===== src/rtl/sbus_sram_bridge_if.sv =====
// Bus bundle between an sbus master, the bridge, and an SRAM-like split-handshake slave.
// The slave modport is the bridge's view. The master modport is the surrounding environment's view.
interface sbus_sram_bridge_if;
  logic        s_en;
  logic        s_we;
  logic [1:0]  s_size;
  logic [31:0] s_addr;
  logic [31:0] s_data_w;
  logic [31:0] s_data_r;
  logic        s_stall;
  logic        m_req;
  logic        m_wr;
  logic [1:0]  m_size;
  logic [31:0] m_addr;
  logic [31:0] m_wdata;
  logic        m_addr_ok;
  logic        m_data_ok;
  logic [31:0] m_rdata;

  modport slave (
    input  s_en, s_we, s_size, s_addr, s_data_w, m_addr_ok, m_data_ok, m_rdata,
    output s_data_r, s_stall, m_req, m_wr, m_size, m_addr, m_wdata
  );

  modport master (
    output s_en, s_we, s_size, s_addr, s_data_w, m_addr_ok, m_data_ok, m_rdata,
    input  s_data_r, s_stall, m_req, m_wr, m_size, m_addr, m_wdata
  );
endinterface


===== src/rtl/sbus_sram_bridge.sv =====
// sbus slave endpoint: turns each sbus access into one req/addr_ok/data_ok transaction
// and stalls the master until the data phase completes.
module sbus_sram_bridge (
  input  logic                clk,
  input  logic                rst_n,
  sbus_sram_bridge_if.slave   bus
);

  typedef enum logic [1:0] {IDLE, REQ, WAIT, DONE} state_e;

  state_e      state_q, state_d;
  logic        we_q, we_d;
  logic [1:0]  size_q, size_d;
  logic [31:0] addr_q, addr_d;
  logic [31:0] wdata_q, wdata_d;
  logic [31:0] rdata_q, rdata_d;
  logic        orphan_q, orphan_d;
  logic        drop;

  always_ff @(posedge clk or negedge rst_n) begin
    if (!rst_n) begin
      state_q  <= IDLE;
      we_q     <= 1'b0;
      size_q   <= '0;
      addr_q   <= '0;
      wdata_q  <= '0;
      rdata_q  <= '0;
      orphan_q <= 1'b0;
    end else begin
      state_q  <= state_d;
      we_q     <= we_d;
      size_q   <= size_d;
      addr_q   <= addr_d;
      wdata_q  <= wdata_d;
      rdata_q  <= rdata_d;
      orphan_q <= orphan_d;
    end
  end

  // A master that drops s_en in the completing cycle is treated as already flushed.
  assign drop = orphan_q | ~bus.s_en;

  always_comb begin
    state_d  = state_q;
    we_d     = we_q;
    size_d   = size_q;
    addr_d   = addr_q;
    wdata_d  = wdata_q;
    rdata_d  = rdata_q;
    orphan_d = orphan_q;
    unique case (state_q)
      IDLE: begin
        if (bus.s_en) begin
          we_d     = bus.s_we;
          size_d   = bus.s_size;
          addr_d   = bus.s_addr;
          wdata_d  = bus.s_data_w;
          orphan_d = 1'b0;
          state_d  = REQ;
        end
      end
      REQ: begin
        if (!bus.s_en) orphan_d = 1'b1;
        if (bus.m_addr_ok) begin
          if (bus.m_data_ok) begin
            if (!drop && !we_q) rdata_d = bus.m_rdata;
            state_d = drop ? IDLE : DONE;
          end else begin
            state_d = WAIT;
          end
        end
      end
      WAIT: begin
        if (!bus.s_en) orphan_d = 1'b1;
        if (bus.m_data_ok) begin
          if (!drop && !we_q) rdata_d = bus.m_rdata;
          state_d = drop ? IDLE : DONE;
        end
      end
      DONE: state_d = IDLE;
      default: state_d = IDLE;
    endcase
  end

  assign bus.s_stall  = bus.s_en & (state_q != DONE);
  assign bus.s_data_r = rdata_q;
  assign bus.m_req    = (state_q == REQ);
  assign bus.m_wr     = we_q;
  assign bus.m_size   = size_q;
  assign bus.m_addr   = addr_q;
  assign bus.m_wdata  = wdata_q;

endmodule


===== src/flat_wrapper.sv =====
// flat-port wrapper written by rule: the top's interface ports become plain ports
module sbus_sram_bridge_flat 
  (clk, rst_n, bus_s_en, bus_s_we, bus_s_size, bus_s_addr, bus_s_data_w, bus_m_addr_ok, bus_m_data_ok, bus_m_rdata, bus_s_data_r, bus_s_stall, bus_m_req, bus_m_wr, bus_m_size, bus_m_addr, bus_m_wdata);
  sbus_sram_bridge_if bus_i ();
  input  logic clk;
  input  logic rst_n;
  input wire logic [$bits(bus_i.s_en)-1:0] bus_s_en;
  input wire logic [$bits(bus_i.s_we)-1:0] bus_s_we;
  input wire logic [$bits(bus_i.s_size)-1:0] bus_s_size;
  input wire logic [$bits(bus_i.s_addr)-1:0] bus_s_addr;
  input wire logic [$bits(bus_i.s_data_w)-1:0] bus_s_data_w;
  input wire logic [$bits(bus_i.m_addr_ok)-1:0] bus_m_addr_ok;
  input wire logic [$bits(bus_i.m_data_ok)-1:0] bus_m_data_ok;
  input wire logic [$bits(bus_i.m_rdata)-1:0] bus_m_rdata;
  output wire logic [$bits(bus_i.s_data_r)-1:0] bus_s_data_r;
  output wire logic [$bits(bus_i.s_stall)-1:0] bus_s_stall;
  output wire logic [$bits(bus_i.m_req)-1:0] bus_m_req;
  output wire logic [$bits(bus_i.m_wr)-1:0] bus_m_wr;
  output wire logic [$bits(bus_i.m_size)-1:0] bus_m_size;
  output wire logic [$bits(bus_i.m_addr)-1:0] bus_m_addr;
  output wire logic [$bits(bus_i.m_wdata)-1:0] bus_m_wdata;
  assign bus_i.s_en = bus_s_en;
  assign bus_i.s_we = bus_s_we;
  assign bus_i.s_size = bus_s_size;
  assign bus_i.s_addr = bus_s_addr;
  assign bus_i.s_data_w = bus_s_data_w;
  assign bus_i.m_addr_ok = bus_m_addr_ok;
  assign bus_i.m_data_ok = bus_m_data_ok;
  assign bus_i.m_rdata = bus_m_rdata;
  assign bus_s_data_r = bus_i.s_data_r;
  assign bus_s_stall = bus_i.s_stall;
  assign bus_m_req = bus_i.m_req;
  assign bus_m_wr = bus_i.m_wr;
  assign bus_m_size = bus_i.m_size;
  assign bus_m_addr = bus_i.m_addr;
  assign bus_m_wdata = bus_i.m_wdata;
  sbus_sram_bridge u_core (.clk(clk), .rst_n(rst_n), .bus(bus_i));
endmodule

===== config.mk =====
export PLATFORM = sky130hd
export DESIGN_NAME = sbus_sram_bridge_flat
export DESIGN_NICKNAME = d
export VERILOG_FILES = /design/src/rtl/sbus_sram_bridge_if.sv /design/src/rtl/sbus_sram_bridge.sv /design/src/flat_wrapper.sv
export SDC_FILE = /design/constraint.sdc
export NUM_CORES = 1
export LEC_CHECK = 0
export ABC_AREA = 1
export CORE_MARGIN = 2
export CORE_UTILIZATION = 36
export DETAILED_ROUTE_END_ITERATION = 10
export PLACE_DENSITY = 0.82
export SYNTH_ARGS = -nofsm -noshare
export SYNTH_HDL_FRONTEND = slang
export SYNTH_SLANG_ARGS = --single-unit
export TNS_END_PERCENT = 20

===== constraint.sdc =====
create_clock -name clk -period 1.65 [get_ports clk]
set_input_delay 0.2475 -clock clk [delete_from_list [all_inputs] [get_ports clk]]
set_output_delay 0.2475 -clock clk [all_outputs]
set_load 0.01 [all_outputs]

==> impl_metrics.csv <==
group,metric,value,unit
outcome,status,"finished with violations",
outcome,violations,"negative hold slack",
synthesis,synth-edff-count,0,
synthesis,synth.distinct_cells,16,
hold_path,hold_path.class,"primary input to asynchronous set/reset pin",
clock_network,clk_pin_slew_worst_paths,0.06,ns
synthesis,ys_ff_latch,102,
detailed_routing,post_drt_via_cell_ratio,4.70,
setup_path,worstRegToRegCells,9,
floorplanning,pin_count,205,
power_and_ir_drop,cellPowerDensity,1850,nW/um^2
clock_network,cts_buffer_depth,2,
detailed_routing,postRouteAntennaNets,0,
setup_path,arrival,1.82,ns
synthesis,synth_top_area_share,61.5,%
power_and_ir_drop,ir_worst_vdd,1.27,mV
synthesis,yosys.cell_count.top_type,"dfrtp_1",
global_route,track_usage,18.1,%
layout,drive_above_1_share,20.4,%
synthesis,synthTopCellsByCount,"102 x dfrtp_1, 77 x nand2_1, 37 x mux2_2",
synthesis,yosys.area.top_type,"dfrtp_1",
layout,diodes,0,
layout,final_core_util,60.5,%
layout,final_cell_area,6850,um^2
global_route,overflow,0,
setup_path,crit-reg2reg-capture,"u_core.bus.s_data_r[25]$_DFFE_PN0P_",
synthesis,syn-cell-area,4150,um^2
place,hpwlAfterDp,7970,um
detailed_routing,dr.first_iter.drc_count,182,
sta,worst_pin_slew,0.563,ns
detailed_routing,firstDrtPassIters,4,
place,place_congestion,0.790,
sta,fmax,627,MHz
setup_path,cp_max_fo,8,
global_route,antenna_found_initial,0,
place,post_dp_cell_area,6450,um^2
detailed_routing,post-route-drc-count,0,
clock_network,cts_buffers,9,
synthesis,synth_nets,434,
setup_path,worst_ep_required_time,1.88,ns
run,max-cap-violations,0,
synthesis,synth_cells,324,
clock_network,cts_tree,"yes",
power_and_ir_drop,cellLeakagePower,3.17,nW
global_route,grt_pass1_vias,3403,
sta,setup_viol,0,
sta,post-route-min-period,1.60,ns
global_route,grt_max_degree,103,
layout,multi_input_area,1490,um^2
clock_network,worstSkewPairLatency,0.34,ns
floorplanning,die-area,12400,um^2
floorplanning,fp-row-count,39,
sta,setup_tns,0,ns
synthesis,ys_top_cells_by_area,"dfrtp_1 62%, mux2_4 11%, mux2_2 10%",
synthesis,yosysSeqAreaShare,61.5,%
detailed_routing,wirelength,11500,um
floorplanning,fp.dieH,111,um
detailed_routing,num_vias,3251,
layout,regArea,2550,um^2
layout,nets,654,
floorplanning,fp.coreArea,11300,um^2
sta,slew_headroom,62.5,%
sta,finalClockSkew,0.00494,ns
setup_path,setup.worst_path.class,"flip-flop to flip-flop",
floorplanning,die_x,111,um
clock_network,cts_sinks,102,
power_and_ir_drop,total_power,0.0127,W
global_route,grt_pass1_wl,17700,um
sta,slew_viol_final,0,
setup_path,regToRegSetupSlack,0.05,ns
clock_network,htreeDepth,3,
place,portBuffers,204,
setup_path,r2r_start,"u_core.state_q[0]$_DFFE_PN0P_",
synthesis,yosysWarningCount,0,
setup_path,cp-end-kind,"flip-flop",
sta,hold_viol,35,
floorplanning,start_util,36.7,%
sta,period_share,96.7,%
synthesis,async_flop_share,100,%
clock_network,clockRootBuffer,"clkbuf_16",
sta,hold_ws,-0.0347,ns
layout,areaGrowthSynthToFinish,65.1,%
synthesis,synth.avg_cell_area,12.8,um^2
synthesis,synth_top_flop_cell,"dfrtp_1",
layout,nFillCells,922,
sta,rsz0062_at_grt,"true",
detailed_routing,avgRoutedWirePerCell,16.6,um
setup_path,cp-start-kind,"flip-flop",
through the flow:
step	setup slack, ns	cells
6_report	0.0549	692
5_1_grt	-0.0655	692
4_1_cts	0.00597	687
3_5_place_dp	-0.0264	670
3_3_place_gp	-0.00846	670
2_1_floorplan	0.0902	324
power by group:
part / switching (W) / leakage (nW) / total (W) / internal (W)
sequential: 0.000674 / 1.23 / 0.00440 / 0.00373
combinational: 0.00238 / 1.79 / 0.00613 / 0.00375
clock: 0.000888 / 0.152 / 0.00214 / 0.00125
flip-flops by register name, summed over array words and instances (netlist names):
register / flops
u_core.state_q: 2
u_core.bus.m_size: 2
u_core.orphan_q: 1
u_core.bus.m_addr: 32
u_core.bus.m_wr: 1
u_core.bus.s_data_r: 32
u_core.bus.m_wdata: 32
worst max-delay path by stage:
stage	startpoint	to	depth (start not counted)
5_1_grt	u_core.state_q[0]$_DFFE_PN0P_	u_core.bus.s_data_r[8]$_DFFE_PN0P_	9
4_1_cts	u_core.state_q[0]$_DFFE_PN0P_	bus_m_req	3
3_3_place_gp	bus_s_en	u_core.bus.m_addr[27]$_DFFE_PN0P_	5
3_5_place_dp	bus_s_en	u_core.bus.s_data_r[22]$_DFFE_PN0P_	8
6_report	u_core.state_q[0]$_DFFE_PN0P_	u_core.bus.s_data_r[25]$_DFFE_PN0P_	9
2_1_floorplan	u_core.state_q[0]$_DFFE_PN0P_	u_core.bus.m_addr[26]$_DFFE_PN0P_	6
logic make-up (layout without fill, tap and decap cells):
| logic type | count (synthesis) | count (layout) | synth area share, % |
|---|---|---|---|
| AND/OR/NAND/NOR | 121 | 121 | 12.2 |
| AO/OA/AOI/OAI | 2 | 2 | 0.271 |
| multiplexers | 67 | 67 | 20.9 |
| flip-flops | 102 | 102 | 61.5 |
| adder cells (fa/ha/maj) | 6 | 6 | 1.81 |
| buffers and inverters | 26 | 251 | 3.35 |
timing repair:
item,in CTS,in global routing
setup buffers,1,2
pin swaps,1,3
gates resized for setup,5,7
cloned,0,3
hold buffers,0,0
endpoints found under the hold margin,0,0
endpoints found under the setup margin,2,66
worst max-delay path: stages (launching register included):
cell,delay [ns]
dfrtp_1,0.39
inv_1,0.10
buf_4,0.13
ha_1,0.16
nor2_1,0.05
nor2_2,0.21
nand2_4,0.14
clkbuf_16,0.19
nand2_1,0.05
nand2_1,0.05
layout make-up:
class                   instances  area share, %
clock buffers                  12           3.74
flip-flops and latches        102           37.2
multi-input cells             196           21.7
clock inverters                 4          0.657
well taps                     143           2.61
repair buffers                225           33.5
inverters                      10          0.548
layer usage:
layer | up-vias | global-route usage (%) | routed length, um
met4 | 0 | 7.41 | 249
met1 | 1604 | 20.4 | 4500
li1 | 1512 | - | -
met5 | - | 0 | 0
met3 | 19 | 4.84 | 650
met2 | 116 | 32.5 | 6050
layout by cell type, fill, tap and decap left out:
master           Yosys  final
inv_1               10      9
buf_6                4      1
clkbuf_16            0     11
nand2_4              0      2
nor3_1               1      1
mux2_2              37     37
clkdlybuf4s15_2      0      1
buf_2                9      1
clkinv_2             0      3
clkbuf_1             3      1
buf_4                0     14
inv_2                0      1
clkdlybuf4s50_1      0    201
nor2_1               5      4
o22ai_1              1      1
dfrtp_1            102    102
ha_4                 0      1
ha_1                 6      5
nand2_1             77     75
nor2_2               1      2
clkbuf_8             0      2
bufinv_16            0      1
buf_12               0      5
nand4_1              1      1
mux2_4              30     30
a21oi_1              1      1
nand3_1             36     36
(Power assumes the default switching activity.)
